`config.mk`:
```
export PLATFORM = sky130hd
export DESIGN_NAME = text_line_sequencer
export DESIGN_NICKNAME = d
export VERILOG_FILES = /design/src/rtl/text_pkg.sv /design/src/rtl/reveal_timer.sv /design/src/rtl/text_line_sequencer.sv
export SDC_FILE = /design/constraint.sdc
export NUM_CORES = 1
export LEC_CHECK = 0
export BUFFER_PORTS_ARGS = -buffer_cell sky130_fd_sc_hd__buf_2
export CORE_MARGIN = 10
export CORE_UTILIZATION = 60
export DETAILED_ROUTE_END_ITERATION = 16
export GPL_ROUTABILITY_DRIVEN = 0
export HOLD_SLACK_MARGIN = 0.02
export PLACE_DENSITY = 0.8
export SYNTH_ARGS = -nofsm -noshare
export SYNTH_HDL_FRONTEND = slang
export SYNTH_HIERARCHICAL = 1
export SYNTH_SLANG_ARGS = --single-unit
```
`constraint.sdc`:
```
create_clock -name clk -period 7.5 [get_ports clk]
set_input_delay 0.75 -clock clk [delete_from_list [all_inputs] [get_ports clk]]
set_output_delay 0.75 -clock clk [all_outputs]
set_load 0.02 [all_outputs]
```
`src/rtl/text_pkg.sv`:
```
// rtl/text_pkg.sv - shared constants, glyph codes and reveal states for the text line sequencer
package text_pkg;

  localparam int MAX_CHARS_DEF = 16;
  localparam int CHAR_W_DEF    = 40;
  localparam int CHAR_H_DEF    = 60;
  localparam int GAP_DEF       = 8;
  localparam int PITCH_DEF     = CHAR_W_DEF + GAP_DEF;

  localparam logic [5:0] ID_BLANK = 6'd63;

  typedef enum logic [5:0] {
    G_0 = 6'd0,  G_1 = 6'd1,  G_2 = 6'd2,  G_3 = 6'd3,  G_4 = 6'd4,
    G_5 = 6'd5,  G_6 = 6'd6,  G_7 = 6'd7,  G_8 = 6'd8,  G_9 = 6'd9,
    G_A = 6'd10, G_B = 6'd11, G_C = 6'd12, G_D = 6'd13, G_E = 6'd14,
    G_F = 6'd15, G_G = 6'd16, G_H = 6'd17, G_I = 6'd18, G_J = 6'd19,
    G_K = 6'd20, G_L = 6'd21, G_DASH = 6'd22,
    G_BLANK = 6'd63
  } glyph_id_e;

  typedef enum logic [1:0] {
    REV_IDLE,
    REV_RUN,
    REV_DONE
  } reveal_state_e;

  function automatic logic [5:0] sat_len(input logic [5:0] len, input int max_chars);
    return (int'(len) > max_chars) ? 6'(max_chars) : len;
  endfunction

endpackage

```
`src/rtl/reveal_timer.sv`:
```
// rtl/reveal_timer.sv - frame counter and IDLE/RUN/DONE typewriter reveal FSM
module reveal_timer
  import text_pkg::*;
(
  input  logic       clk,
  input  logic       rst_n,
  input  logic       frame_start,
  input  logic       restart,
  input  logic [5:0] live_len,
  input  logic [7:0] reveal_period,
  output logic [5:0] shown,
  output logic       reveal_done
);

  reveal_state_e state_q, state_d;
  logic [7:0]    cnt_q, cnt_d, cnt_inc;
  logic [5:0]    shown_q, shown_d;

  always_ff @(posedge clk or negedge rst_n) begin
    if (!rst_n) begin
      state_q <= REV_IDLE;
      cnt_q   <= '0;
      shown_q <= '0;
    end else begin
      state_q <= state_d;
      cnt_q   <= cnt_d;
      shown_q <= shown_d;
    end
  end

  always_comb begin
    state_d = state_q;
    cnt_d   = cnt_q;
    shown_d = shown_q;
    cnt_inc = cnt_q + 8'd1;
    if (restart) begin
      state_d = REV_IDLE;
      cnt_d   = '0;
      shown_d = '0;
    end else begin
      case (state_q)
        REV_IDLE: begin
          cnt_d = '0;
          // A zero period or an empty line shows everything straight away.
          if (live_len == 6'd0 || reveal_period == 8'd0) begin
            shown_d = live_len;
            state_d = REV_DONE;
          end else begin
            shown_d = '0;
            state_d = REV_RUN;
          end
        end
        REV_RUN: begin
          if (frame_start) begin
            if (reveal_period == 8'd0) begin
              shown_d = live_len;
            end else if (cnt_inc >= reveal_period) begin
              shown_d = shown_q + 6'd1;
              cnt_d   = '0;
            end else begin
              cnt_d = cnt_inc;
            end
          end
          if (shown_d >= live_len) begin
            shown_d = live_len;
            state_d = REV_DONE;
          end
        end
        default: ;
      endcase
    end
  end

  assign shown       = shown_q;
  assign reveal_done = (state_q == REV_DONE);

endmodule

```
`src/rtl/text_line_sequencer.sv`:
```
// rtl/text_line_sequencer.sv - per-pixel glyph slot scheduler with tear-free commit and reveal
module text_line_sequencer #(
  parameter int         MAX_CHARS = text_pkg::MAX_CHARS_DEF,
  parameter int         CHAR_W    = text_pkg::CHAR_W_DEF,
  parameter int         CHAR_H    = text_pkg::CHAR_H_DEF,
  parameter int         GAP       = text_pkg::GAP_DEF,
  parameter logic [5:0] ID_BLANK  = text_pkg::ID_BLANK
) (
  input  logic       clk,
  input  logic       rst_n,
  input  logic [9:0] x,
  input  logic [8:0] y,
  input  logic       frame_start,
  input  logic       wr_en,
  input  logic [4:0] wr_addr,
  input  logic [5:0] wr_id,
  input  logic       len_wr,
  input  logic [5:0] len_in,
  input  logic       commit,
  input  logic [9:0] origin_x,
  input  logic [8:0] origin_y,
  input  logic [7:0] reveal_period,
  output logic [5:0] glyph_id,
  output logic [9:0] glyph_xstart,
  output logic [8:0] glyph_ystart,
  output logic [6:0] glyph_w,
  output logic [6:0] glyph_h,
  output logic       glyph_valid,
  output logic [9:0] pix_x_q,
  output logic [8:0] pix_y_q,
  output logic       commit_pending,
  output logic       reveal_done
);
  import text_pkg::*;

  localparam int PITCH = CHAR_W + GAP;
  localparam int SW    = $clog2(MAX_CHARS);

  logic [5:0] shadow_q [MAX_CHARS];
  logic [5:0] live_q   [MAX_CHARS];
  logic [5:0] shadow_len_q, live_len_q;
  logic       pending_q;
  logic [9:0] org_x_q;
  logic [8:0] org_y_q;
  logic       apply;
  logic       wr_addr_ok;
  logic [5:0] shown;

  assign apply      = frame_start & pending_q;
  assign wr_addr_ok = ({1'b0, wr_addr} < 6'(MAX_CHARS));

  // The live copy uses the pre-edge shadow, so a same-cycle write stays in shadow only.
  always_ff @(posedge clk or negedge rst_n) begin
    if (!rst_n) begin
      for (int i = 0; i < MAX_CHARS; i++) begin
        shadow_q[i] <= ID_BLANK;
        live_q[i]   <= ID_BLANK;
      end
      shadow_len_q <= '0;
      live_len_q   <= '0;
      pending_q    <= 1'b0;
      org_x_q      <= '0;
      org_y_q      <= '0;
    end else begin
      if (apply) begin
        live_q     <= shadow_q;
        live_len_q <= shadow_len_q;
      end
      if (wr_en && wr_addr_ok) shadow_q[wr_addr[SW-1:0]] <= wr_id;
      if (len_wr) shadow_len_q <= sat_len(len_in, MAX_CHARS);
      if (apply) pending_q <= 1'b0;
      else if (commit) pending_q <= 1'b1;
      if (frame_start) begin
        org_x_q <= origin_x;
        org_y_q <= origin_y;
      end
    end
  end

  reveal_timer u_reveal_timer (
    .clk          (clk),
    .rst_n        (rst_n),
    .frame_start  (frame_start),
    .restart      (apply),
    .live_len     (live_len_q),
    .reveal_period(reveal_period),
    .shown        (shown),
    .reveal_done  (reveal_done)
  );

  logic [10:0] dx, base, rem, y_end;
  logic [5:0]  slot, slot_id;
  logic        x_ok, y_ok, in_buf, hit;

  // Slot index by compare chain against multiples of the cell pitch.
  always_comb begin
    dx   = {1'b0, x} - {1'b0, org_x_q};
    x_ok = (x >= org_x_q);
    slot = '0;
    base = '0;
    for (int i = 1; i <= MAX_CHARS; i++) begin
      if (dx >= 11'(i * PITCH)) begin
        slot = 6'(i);
        base = 11'(i * PITCH);
      end
    end
    rem     = dx - base;
    y_end   = {2'b00, org_y_q} + 11'(CHAR_H);
    y_ok    = (y >= org_y_q) && ({2'b00, y} < y_end);
    in_buf  = (slot < 6'(MAX_CHARS));
    slot_id = in_buf ? live_q[slot[SW-1:0]] : ID_BLANK;
    hit     = x_ok && y_ok && (rem < 11'(CHAR_W)) && in_buf &&
              (slot < live_len_q) && (slot < shown) && (slot_id != ID_BLANK);
  end

  always_ff @(posedge clk or negedge rst_n) begin
    if (!rst_n) begin
      glyph_id     <= '0;
      glyph_xstart <= '0;
      glyph_ystart <= '0;
      glyph_valid  <= 1'b0;
      pix_x_q      <= '0;
      pix_y_q      <= '0;
    end else begin
      glyph_valid  <= hit;
      glyph_id     <= hit ? slot_id : 6'd0;
      glyph_xstart <= hit ? 10'({1'b0, org_x_q} + base) : 10'd0;
      glyph_ystart <= hit ? org_y_q : 9'd0;
      pix_x_q      <= x;
      pix_y_q      <= y;
    end
  end

  assign glyph_w        = 7'(CHAR_W);
  assign glyph_h        = 7'(CHAR_H);
  assign commit_pending = pending_q;

endmodule
```
==> metrics.txt, run 1 <==
Yosys top cell by area dfstp_2; Unique masters post-synth 86; fillcell total 1805; CP Class reg2reg; Worst Max-Slew Pin Slew 1.132 ns; clock transition at the registers of the reported paths 0.06 ns; root cell of the clock tree clkbuf_16; Worst Setup Slack, final 0.8756 ns; Mean Syn Cell Area 11.22 um2; endpoint class of the critical path flop; Post-synth ARST share 100.0%; First-pass DRT Iterations 5; CP max stage delay 0.63 ns; largest net degree at the start of global routing 182; Final Cycle Share 88.33%; worst rel slew slack 23.90%; post-cts repair resize count 0; pwr dens 321.8 nW/um2; die area 31810 um2; antenna violations before repair 0; Yosys Warn Count 6; fraction of layout cells with a size suffix above 1 40.77%; vias in the first global route 11144; Final HPWL DP 24990 um; Top Ports 130; drt initial violations 909; Most used DFF post-synth dfstp_2; RSZ-0062 raised after global routing false; Final Setup Violations 0; design area 16870 um2; DR vias 10984; Area growth syn-to-layout 12.10%; Yosys reg bits 285; fmax 151.0 MHz; CP max-delay cell xor2_2; H-tree level count 1; core region area 24530 um2; Syn Inst Count 1341; Hold WC Path Type in2async; Worst Setup Start Kind flop; Multi-input gate area 7025 um2; mapped cell area 15050 um2; maximum clock path buffer count 3; WL/cell 20.34 um; WP data required 7.98 ns; final hold viol count 0; fin crit period 6.624 ns; vias per cell 6.167; CP cell instances ha_1, fa_1, nand2b_1, a21oi_1, a311oi_4, xor2_2, inv_2, a21oi_2, and2_1, a21o_1, nand2_1, inv_1, ha_1, fa_1, nor2b_1, o21a_1, or4_1, a2111oi_0, nand3_1, nor4_2, buf_4, and4_1; Leak 7.410 nW; hold_ws 0.2101 ns; row cnt 57; CP max FO 18; DP Worst Slack 0.5852 ns; Setup Buffers After CTS 0; CTS tree built; FF/Latch Area 7372 um2; nets 1568; Worst Path Arrival 7.11 ns; post-synthesis sequential area ratio 48.99%; wirelength, routed 36220 um; number of flops mapped to enable cells by yosys 0; clock sink count 285; worst skew pair latency 0.58 ns; Slew Limit Fails 0; Worst VDD drop 0.0002223 V; post-synth top area share 33.52%; clock skew 0.03656 ns; Starting Density 61.34%; Die X 178.4 um; placed cell areas 15810 um2; Global Route Usage Sum 22.39%; Final TNS setup 0 ns; first-pass GRT wire length 58060 um; drt drc 0; number of buffers created by CTS 30; Synth area leaders dfstp_2 34%, dfrtp_1 15%, mux2_2 14%; ant diodes 0; status finished, final reports clean; R2R cell count 22; GR Overflow Total 0; I/O Buffers 115; die height 178.4 um; Final ANT Viol Nets 0; # hold bufs at CTS 0; Max-Cap Viols 0
## final timing paths
kind / startpoint / to / slack, ns
worst max-delay path: org_x_q[0]$_DFFE_PN0P_ / glyph_id[2]$_DFF_PN0_ / 0.88
worst min-delay path: rst_n / org_x_q[0]$_DFFE_PN0P_ / 0.21
worst max register to register: org_x_q[0]$_DFFE_PN0P_ / glyph_id[2]$_DFF_PN0_ / 0.88
worst min register to register: shadow_q[33]$_DFFE_PN1P_ / live_q[33]$_DFFE_PN1P_ / 0.48
max in group asynchronous: rst_n / u_reveal_timer/shown[1]$_DFFE_PN0P_ / 5.95
min in group clk: y[0] / pix_y_q[0]$_DFF_PN0_ / 0.32
## critical path: cells and delay by family, from the launching register on
family          cells  cell delay [ns]
simple gates        8             1.83
compound gates      6             1.73
fa+ha+maj           4             1.07
buf+inv             3             0.86
xor+xnor            1             0.63
flops               1             0.41
## registers in the layout, indices dropped and copies added (netlist names)
signal                  count
commit_pending              1
org_x_q                    10
glyph_valid                 1
shadow_q                   96
pix_x_q                    10
shadow_len_q                6
glyph_id                    6
u_reveal_timer/cnt_q        8
u_reveal_timer/shown        6
pix_y_q                     9
u_reveal_timer/state_q      2
live_len_q                  6
glyph_xstart               10
glyph_ystart                9
org_y_q                     9
live_q                     96
## through the flow
step           instances  util, %  power, mW
2_1_floorplan       1353        -      3.389
3_3_place_gp        1726    64.43      3.779
3_5_place_dp        1726    64.43      3.853
4_1_cts             1781    68.76      5.427
5_1_grt             1781    68.76      5.709
6_report            1781    68.76      5.428
## layout by cell type, fill, tap and decap left out, drive strengths merged, types with 53 or more instances in the layout
cell type,netlist,routed
nand2,99,99
o21ai,68,68
nor2,63,63
a21oi,53,53
ha,62,62
inv,77,78
dfrtp,93,93
dfstp,192,192
mux2,195,195
buf,40,130
## final cells by class
class	count	share of cell area (%)
clock buffers	42	5.133
well taps	324	2.403
repair buffers	130	4.213
inverters	78	1.736
multi-input cells	909	41.65
clock inverters	13	1.165
flip-flops and latches	285	43.70
## cell usage after synthesis, types with 13 or more instances
master      n
mux2_2    193
buf_4      16
mux2i_1    14
xnor2_1    16
ha_1       62
buf_2      14
o21ai_0    61
nand2b_1   13
dfrtp_1    93
a21o_1     17
clkbuf_1   41
a21oi_1    50
dfstp_2   192
nor3_1     15
nand3_1    45
nor2b_1    17
nor2_1     62
inv_1      73
nand2_1    99
and4_1     20
a31oi_1    14
o211ai_1   16
## metal layers
layer	vias up	wire length, um	track usage (%)
met5	-	0	0
met4	0	1126	6.855
met3	89	2736	3.658
met2	410	17330	38.11
met1	5467	15020	28.72
li1	5018	-	-
## power breakdown
group	internal [mW]	total, mW	switching, mW	leakage [nW]
logic	0.681	1.66	0.978	3.69
clock network	0.944	1.55	0.606	0.522
registers	2.01	2.22	0.204	3.20
## cells by family after synthesis
logic type | Yosys count | share of synthesized area [%]
and+or+nand+nor | 325 | 11.13
DFF | 285 | 48.99
AOI/OAI and AO/OA | 273 | 12.68
muxes | 209 | 15.52
buffers and inverters | 159 | 4.681
adders and majority gates | 65 | 5.554
xor gates and xnor gates | 23 | 1.389
other | 2 | 0.04991
Power figures use the tool's default switching activity.
==> inputs of run 2 (changes only) <==
Settings changed: SYNTH_HIERARCHICAL 1 to default.
==> run 2 against run 1 <==
Clock power fell by 7%. Register-to-register slack lost 0.18 ns. Worst hold slack improved by 0.10 ns. Global-route usage up 0.41 points. Total power is 1.6% lower. Die area increased by 1.2%. Via count increased by 5.6%. Combinational power grew 6%. Maximum frequency shrank 2.6%. Largest power group unchanged.
==> metrics.txt, run 2 <==
fin crit period 6.801 ns (+0.1762 ns); Yosys reg bits 285 (unchanged); maximum clock path buffer count 3 (unchanged); ant diodes 0 (unchanged); hold_sp x[0]; NetSw 1.918 mW (+7.3%); # hold bufs at CTS 0 (unchanged); Worst Max-Slew Pin Slew 1.239 ns (+0.1077 ns); Min-Delay Endpoint pix_x_q[0]$_DFF_PN0_; biggest regs live_q x96, shadow_q x96; Final Cycle Share 90.68% (+2.3 points); Yosys top cell by area dfstp_2; CP Class reg2reg; RSZ-0062 raised after global routing false; Final Setup Violations 0 (unchanged); clock sink count 285 (unchanged); Syn Inst Count 1493 (+11%); Logic pwr share 32.9% (+2.3 points); nets 1713 (+9.2%); reg2reg end glyph_id[1]$_DFF_PN0_; post-synthesis sequential area ratio 48.34% (-0.65 points); WL/cell 19.73 um (-3.0%); Worst Path Arrival 7.23 ns (+0.12 ns); number of flops mapped to enable cells by yosys 0 (unchanged); number of buffers created by CTS 29 (-3.3%); CTS tree built; Leak 7.634 nW (+3.0%); Most used DFF post-synth dfstp_2; largest net degree at the start of global routing 145 (-20%); status finished, final reports clean; Clk network pwr share 27.0% (-1.6 points); Sequential Power Share 40.1% (-0.8 points); I/O Buffers 115 (unchanged); met3 WL 2854 um (+4.3%); Hold Path Depth 1; endpoint class of the critical path flop; vias in the first global route 11708 (+5.1%); root cell of the clock tree clkbuf_16; Post-synth ARST share 100.0% (unchanged); Area growth syn-to-layout 10.53%; Final ANT Viol Nets 0 (unchanged); Starting Density 60.74% (-0.60 points); CP bufs+invs 3 (unchanged); met2 WL 17990 um (+3.8%); Worst VDD drop 0.0002125 V (-4.4%); M1 WL 15900 um (+5.8%); Synth area leaders dfstp_2 33%, dfrtp_1 15%, nand2_1 9.4%; Yosys Warn Count 0 (-6); wirelength, routed 38090 um (+5.2%); Setup Buffers After CTS 0 (unchanged); CP max stage delay 0.58 ns (-0.05 ns); Worst Setup Slack, final 0.6993 ns (-0.1762 ns); most common cell after layout, fill and taps aside nand2_1; post-synth top area share 33.08% (-0.45 points); Top Ports 130 (unchanged); clock transition at the registers of the reported paths 0.06 ns (about the same); fraction of layout cells with a size suffix above 1 34.50% (-6.3 points); CP cell instances ha_1, fa_1, nand2b_1, a211o_1, and2_4, xor2_1, inv_2, a21oi_2, o21ai_4, nor3_4, a21oi_4, inv_2, ha_1, fa_1, nor2b_1, o21ai_0, nand2b_1, xnor2_1, o2111ai_1, a2111oi_0, o211ai_1, and4bb_2, inv_1, a211oi_1; pwr dens 316.7 nW/um2 (-1.6%); die area 32200 um2 (+1.2%); CP max-delay cell a21oi_2; antenna violations before repair 0 (unchanged); switch share 35.93% (+3.0 points); Global Route Usage Sum 22.80% (+0.41 points); R2R cell count 24 (+9.1%); GR Overflow Total 0 (unchanged); mapped cell area 15250 um2 (+1.3%); clock skew 0.01786 ns (-0.01870 ns); WP data required 7.93 ns (-0.05 ns); DP Worst Slack 0.5158 ns (-0.06946 ns); reg-to-reg startpoint org_x_q[0]$_DFFE_PN0P_; first-pass GRT wire length 61780 um (+6.4%); final hold viol count 0 (unchanged); Die X 179.4 um (+0.60%); Worst Setup Start Kind flop; fmax 147.0 MHz (-2.6%); commonest cells after routing, fill and taps aside 379 x nand2_1, 192 x dfstp_2, 114 x buf_2; Internal Power 3.420 mW (-6.0%); Slew Limit Fails 0 (unchanged); CP top delay family compound AO/OA/AOI/OAI gates; vias per cell 6.011 (-2.5%); drt initial violations 1083 (+19%); worst rel slew slack 17.10% (-6.8 points); CP max FO 21 (+3); list of most frequent post-synthesis cells 380 x nand2_1, 192 x dfstp_2, 104 x mux2_2, 93 x dfrtp_1, 62 x ha_1; Max-Cap Viols 0 (unchanged); Final HPWL DP 26210 um (+4.9%); reg-to-reg setup timing slack 0.70 ns (-0.18 ns); H-tree level count 1 (unchanged); Unique masters post-synth 108 (+26%); Hold WC Path Type in2reg; drt drc 0 (unchanged); worst skew pair latency 0.57 ns (about the same); Final TNS setup 0 ns (unchanged); row cnt 58 (+1.8%); Max Used Layer met4; post-cts repair resize count 0 (unchanged); die height 179.4 um (+0.60%); core region area 25110 um2 (+2.3%); DR vias 11601 (+5.6%); Mean Syn Cell Area 10.21 um2 (-9.0%); First-pass DRT Iterations 6 (+1); top-count cell post-synth nand2_1
==> run 2: cell count changes after synthesis, moves of 9 or more <==
cell	previous run	this run
a31oi_1	14	5
buf_2	14	3
and4_1	20	2
a211oi_2	0	15
nand2_1	99	380
nor2_1	62	50
nand2b_1	13	22
inv_1	73	60
nand3_1	45	21
buf_6	4	13
mux2_2	193	104
==> run 2: worst max-delay path by stage <==
stage | from | to | cells past startpoint
detailed placement | x[0] | glyph_id[1]$_DFF_PN0_ | 26
global placement | x[0] | glyph_id[0]$_DFF_PN0_ | 25
finish | org_x_q[0]$_DFFE_PN0P_ | glyph_id[1]$_DFF_PN0_ | 24
global route | org_x_q[0]$_DFFE_PN0P_ | glyph_id[1]$_DFF_PN0_ | 24
floorplan | x[0] | glyph_xstart[7]$_DFF_PN0_ | 27
CTS | org_x_q[0]$_DFFE_PN0P_ | glyph_id[1]$_DFF_PN0_ | 24
==> run 2: through the flow <==
step           util (%)  hold WS (ns)  power, mW  instances  cell area [um2]
6_report          67.13        0.3119      5.338       1930            16860
4_1_cts           67.13        0.2922      5.336       1930            16860
5_1_grt           67.13        0.2975      5.601       1930            16860
2_1_floorplan         -        0.4322      3.456       1505            15300
3_5_place_dp      63.36        0.4410      3.872       1878            15910
3_3_place_gp      63.36        0.4370      3.807       1878            15910
==> run 2: power groups by stage <==
stage / clock [mW] / sequential, mW / combinational (mW)
floorplan: 0 / 2.09 / 1.36
global placement: 0 / 2.15 / 1.66
detailed placement: 0 / 2.16 / 1.71
CTS: 1.46 / 2.14 / 1.73
global route: 1.52 / 2.17 / 1.91
finish: 1.44 / 2.14 / 1.76
==> run 2: per-layer routing <==
| layer | vias to the layer above | track usage (%) |
|---|---|---|
| li1 | 5347 | - |
| met1 | 5655 | 29.00 |
| met2 | 489 | 38.07 |
| met3 | 110 | 4.819 |
| met4 | 0 | 7.443 |
| met5 | - | 0 |
==> run 2: cell families (layout without fill, tap and decap cells) <==
family	Yosys count	in the layout	share of synthesized area [%]
buffers and inverters	145	240	4.701
AND/OR/NAND/NOR	571	571	17.16
multiplexers	117	117	8.565
flip-flops	285	285	48.34
other	2	14	0.04924
AO/OA/AOI/OAI	289	289	14.61
XOR/XNOR	19	19	1.091
adder cells (fa/ha/maj)	65	65	5.480
==> run 2: cell type report <==
class / instances / area (um2)
fill: 1921 / 8253
sequential: 285 / 7372
multi-input combinational: 1075 / 7218
clock buffer: 36 / 792.0
timing repair buffer: 122 / 650.6
tap: 330 / 412.9
inverter: 66 / 255.2
clock inverter: 16 / 155.1
==> run 2: worst register-to-register path, delay by kind of cell, from the launching register on <==
kind,cells,cell delay [ns]
buf+inv,3,0.79
fa+ha+maj,4,1.08
xor+xnor,2,0.58
simple gates,6,1.35
compound gates,9,2.43
flops,1,0.44
==> inputs of run 3 (changes only) <==
--- a/config.mk
+++ b/config.mk
@@ -6,4 +6,5 @@
 export NUM_CORES = 1
 export LEC_CHECK = 0
+export ABC_AREA = 1
 export BUFFER_PORTS_ARGS = -buffer_cell sky130_fd_sc_hd__buf_2
 export CORE_MARGIN = 10
==> constraint.sdc (replaced) <==
create_clock -name clk -period 7.5 [get_ports clk]
set_input_delay 1.5 -clock clk [delete_from_list [all_inputs] [get_ports clk]]
set_output_delay 1.5 -clock clk [all_outputs]
set_load 0.02 [all_outputs]
==> run 3 against run 2 <==
First-iteration DRC count increased by 8.1%. Largest cell class unchanged. Highest routed layer unchanged. Critical path depth increased by 13. Register-to-register slack improved by 1.4 ns. Clock skew decreased by 0.0094 ns. Combinational power decreased by 20%. Cell count increased by 13%.
==> metrics.txt, run 3 <==
drt drc 0 (unchanged); Synth area leaders dfstp_2 35%, dfrtp_1 16%, nand2_1 14%; clock transition at the registers of the reported paths 0.06 ns (about the same); list of most frequent post-synthesis cells 532 x nand2_1, 208 x o21ai_0, 192 x dfstp_2, 192 x inv_1, 120 x nand3_1; Yosys top cell by area dfstp_2; CP Class in2reg; most common cell after layout, fill and taps aside nand2_1; first-pass GRT wire length 59340 um (-3.9%); Yosys reg bits 285 (unchanged); CP max stage delay 0.40 ns (-0.18 ns); CTS tree built; Slew Limit Fails 0 (unchanged); pwr dens 304.7 nW/um2 (-3.8%); Worst VDD drop 0.0001597 V (-25%); WL/cell 16.40 um (-17%); Unique masters post-synth 50 (-54%); number of flops mapped to enable cells by yosys 0 (unchanged); maximum clock path buffer count 3 (unchanged); final hold viol count 0 (unchanged); GR Overflow Total 0 (unchanged); most used cell, CP nand2_1; clock sink count 285 (unchanged); fmax 163.1 MHz (+11%); root cell of the clock tree clkbuf_16; row cnt 56 (-3.4%); RSZ-0062 raised after global routing false; clock skew 0.008488 ns (-0.009368 ns); Starting Density 61.45% (+0.71 points); die height 175.7 um (-2.1%); Final ANT Viol Nets 0 (unchanged); Most used DFF post-synth dfstp_2; worst rel slew slack 23.42% (+6.3 points); fin crit period 6.132 ns (-0.6690 ns); Hold WC Path Type reg2reg; Max-Cap Viols 0 (unchanged); worst skew pair latency 0.55 ns (-0.02 ns); post-synthesis sequential area ratio 50.66% (+2.3 points); CP max-delay cell fa_1; Hold Path Depth 2 (+1); drt initial violations 1171 (+8.1%); DR vias 12079 (+4.1%); Worst Setup Slack, final 1.368 ns (+0.6690 ns); endpoint class of the critical path flop; Setup Buffers After CTS 0 (unchanged); core region area 23680 um2 (-5.7%); H-tree level count 1 (unchanged); R2R cell count 35 (+46%); DP Worst Slack 0.9564 ns (+0.4406 ns); Post-synth ARST share 100.0% (unchanged); met1 usage 29.77% (+0.77 points); largest net degree at the start of global routing 206 (+42%); antenna violations before repair 0 (unchanged); Die X 175.7 um (-2.1%); Leak 7.865 nW (+3.0%); Worst Setup Start Kind input pin; vias per cell 5.538 (-7.9%); Syn Inst Count 1756 (+18%); Mean Syn Cell Area 8.287 um2 (-19%); Worst Path Arrival 6.60 ns (-0.63 ns); Top Ports 130 (unchanged); post-cts repair resize count 0 (unchanged); Final HPWL DP 24090 um (-8.1%); CP max FO 26 (+24%); First-pass DRT Iterations 6 (unchanged); fillcell total 1949 (+1.5%); GR Util met3 3.839% (-0.98 points); Global Route Usage Sum 22.99% (+0.19 points); Finished Core Util 68.49% (+1.4 points); Worst Max-Slew Pin Slew 1.149 ns (-0.09084 ns); nets 1973 (+15%); wirelength, routed 35770 um (-6.1%); Final Cycle Share 81.76% (-8.9 points); status finished, final reports clean; post-synth top area share 34.67% (+1.6 points); WP data required 7.97 ns (+0.04 ns); number of buffers created by CTS 30 (+3.4%); top-count cell post-synth nand2_1; GRT busiest layer met2; # hold bufs at CTS 0 (unchanged); Final Setup Violations 0 (unchanged); Area growth syn-to-layout 11.45%; fraction of layout cells with a size suffix above 1 21.05% (-13 points); I/O Buffers 115 (unchanged); commonest cells after routing, fill and taps aside 531 x nand2_1, 208 x o21ai_0, 192 x dfstp_2; Yosys Warn Count 0 (unchanged); mapped cell area 14550 um2 (-4.6%); hold_ws 0.4601 ns (+0.1482 ns); met2 GRT Util 38.55% (+0.49 points); vias in the first global route 11865 (+1.3%); Final TNS setup 0 ns (unchanged); biggest regs live_q x96, shadow_q x96; ant diodes 0 (unchanged); die area 30880 um2 (-4.1%)
-- run 3: kinds of logic after synthesis --
logic type      after synthesis  synth area share (%)
compound gates              299                 11.11
xor+xnor                     17                 1.023
fa+ha+maj                    65                 5.743
buf+inv                     289                 8.151
flops                       285                 50.66
mux                           1               0.06878
other cells                   2               0.05161
simple gates                798                 23.20
-- run 3: critical path, delay by kind of cell --
family | cells | cell delay (ns)
buffers and inverters | 3 | 0.24
xor gates and xnor gates | 1 | 0.12
AOI/OAI and AO/OA | 4 | 0.75
adders and majority gates | 4 | 1.21
and+or+nand+nor | 25 | 2.79
-- run 3: power by group --
part           internal [mW]  switching [mW]  leakage (nW)  total (mW)
clock network          0.845           0.597         0.486        1.44
logic                  0.464           0.933          4.18        1.40
registers               1.96           0.139          3.20        2.10
-- run 3: area by class of cell --
cell class / count / area, um2 / area share [%]
flip-flops and latches: 285 / 7372 / 45.45
multi-input cells: 1194 / 6042 / 37.25
clock buffers: 47 / 927.1 / 5.716
inverters: 204 / 768.2 / 4.737
repair buffers: 124 / 665.6 / 4.104
well taps: 319 / 399.1 / 2.461
clock inverters: 8 / 45.04 / 0.2777
-- run 3: per-layer routing --
layer / part of all wire, % / wire, um / vias to the layer above
met3: 7.6 / 2722 / 74
met1: 42 / 14980 / 5774
met4: 2.6 / 923 / 0
li1: - / - / 5794
met2: 48 / 17150 / 437
met5: 0 / 0 / -
-- run 3: path summary, 6_finish.rpt --
path,start,end,slack (ns)
setup / recovery,x[0],glyph_id[3]$_DFF_PN0_,1.37
setup reg to reg,org_x_q[0]$_DFFE_PN0P_,glyph_id[3]$_DFF_PN0_,2.06
max in group asynchronous,rst_n,glyph_id[2]$_DFF_PN0_,5.09
min in group asynchronous,rst_n,u_reveal_timer.cnt_q[4]$_DFFE_PN0P_,0.90
hold reg to reg,shadow_q[85]$_DFFE_PN1P_,live_q[85]$_DFFE_PN1P_,0.46
hold / removal,shadow_q[85]$_DFFE_PN1P_,live_q[85]$_DFFE_PN1P_,0.46
-- run 3: stage by stage --
step                instances  cell area (um2)  power, mW
global route             2181            16220      5.257
CTS                      2181            16220      4.948
detailed placement       2126            15250      3.490
global placement         2126            15250      3.434
finish                   2181            16220      4.942
floorplan                1768            14600      3.100
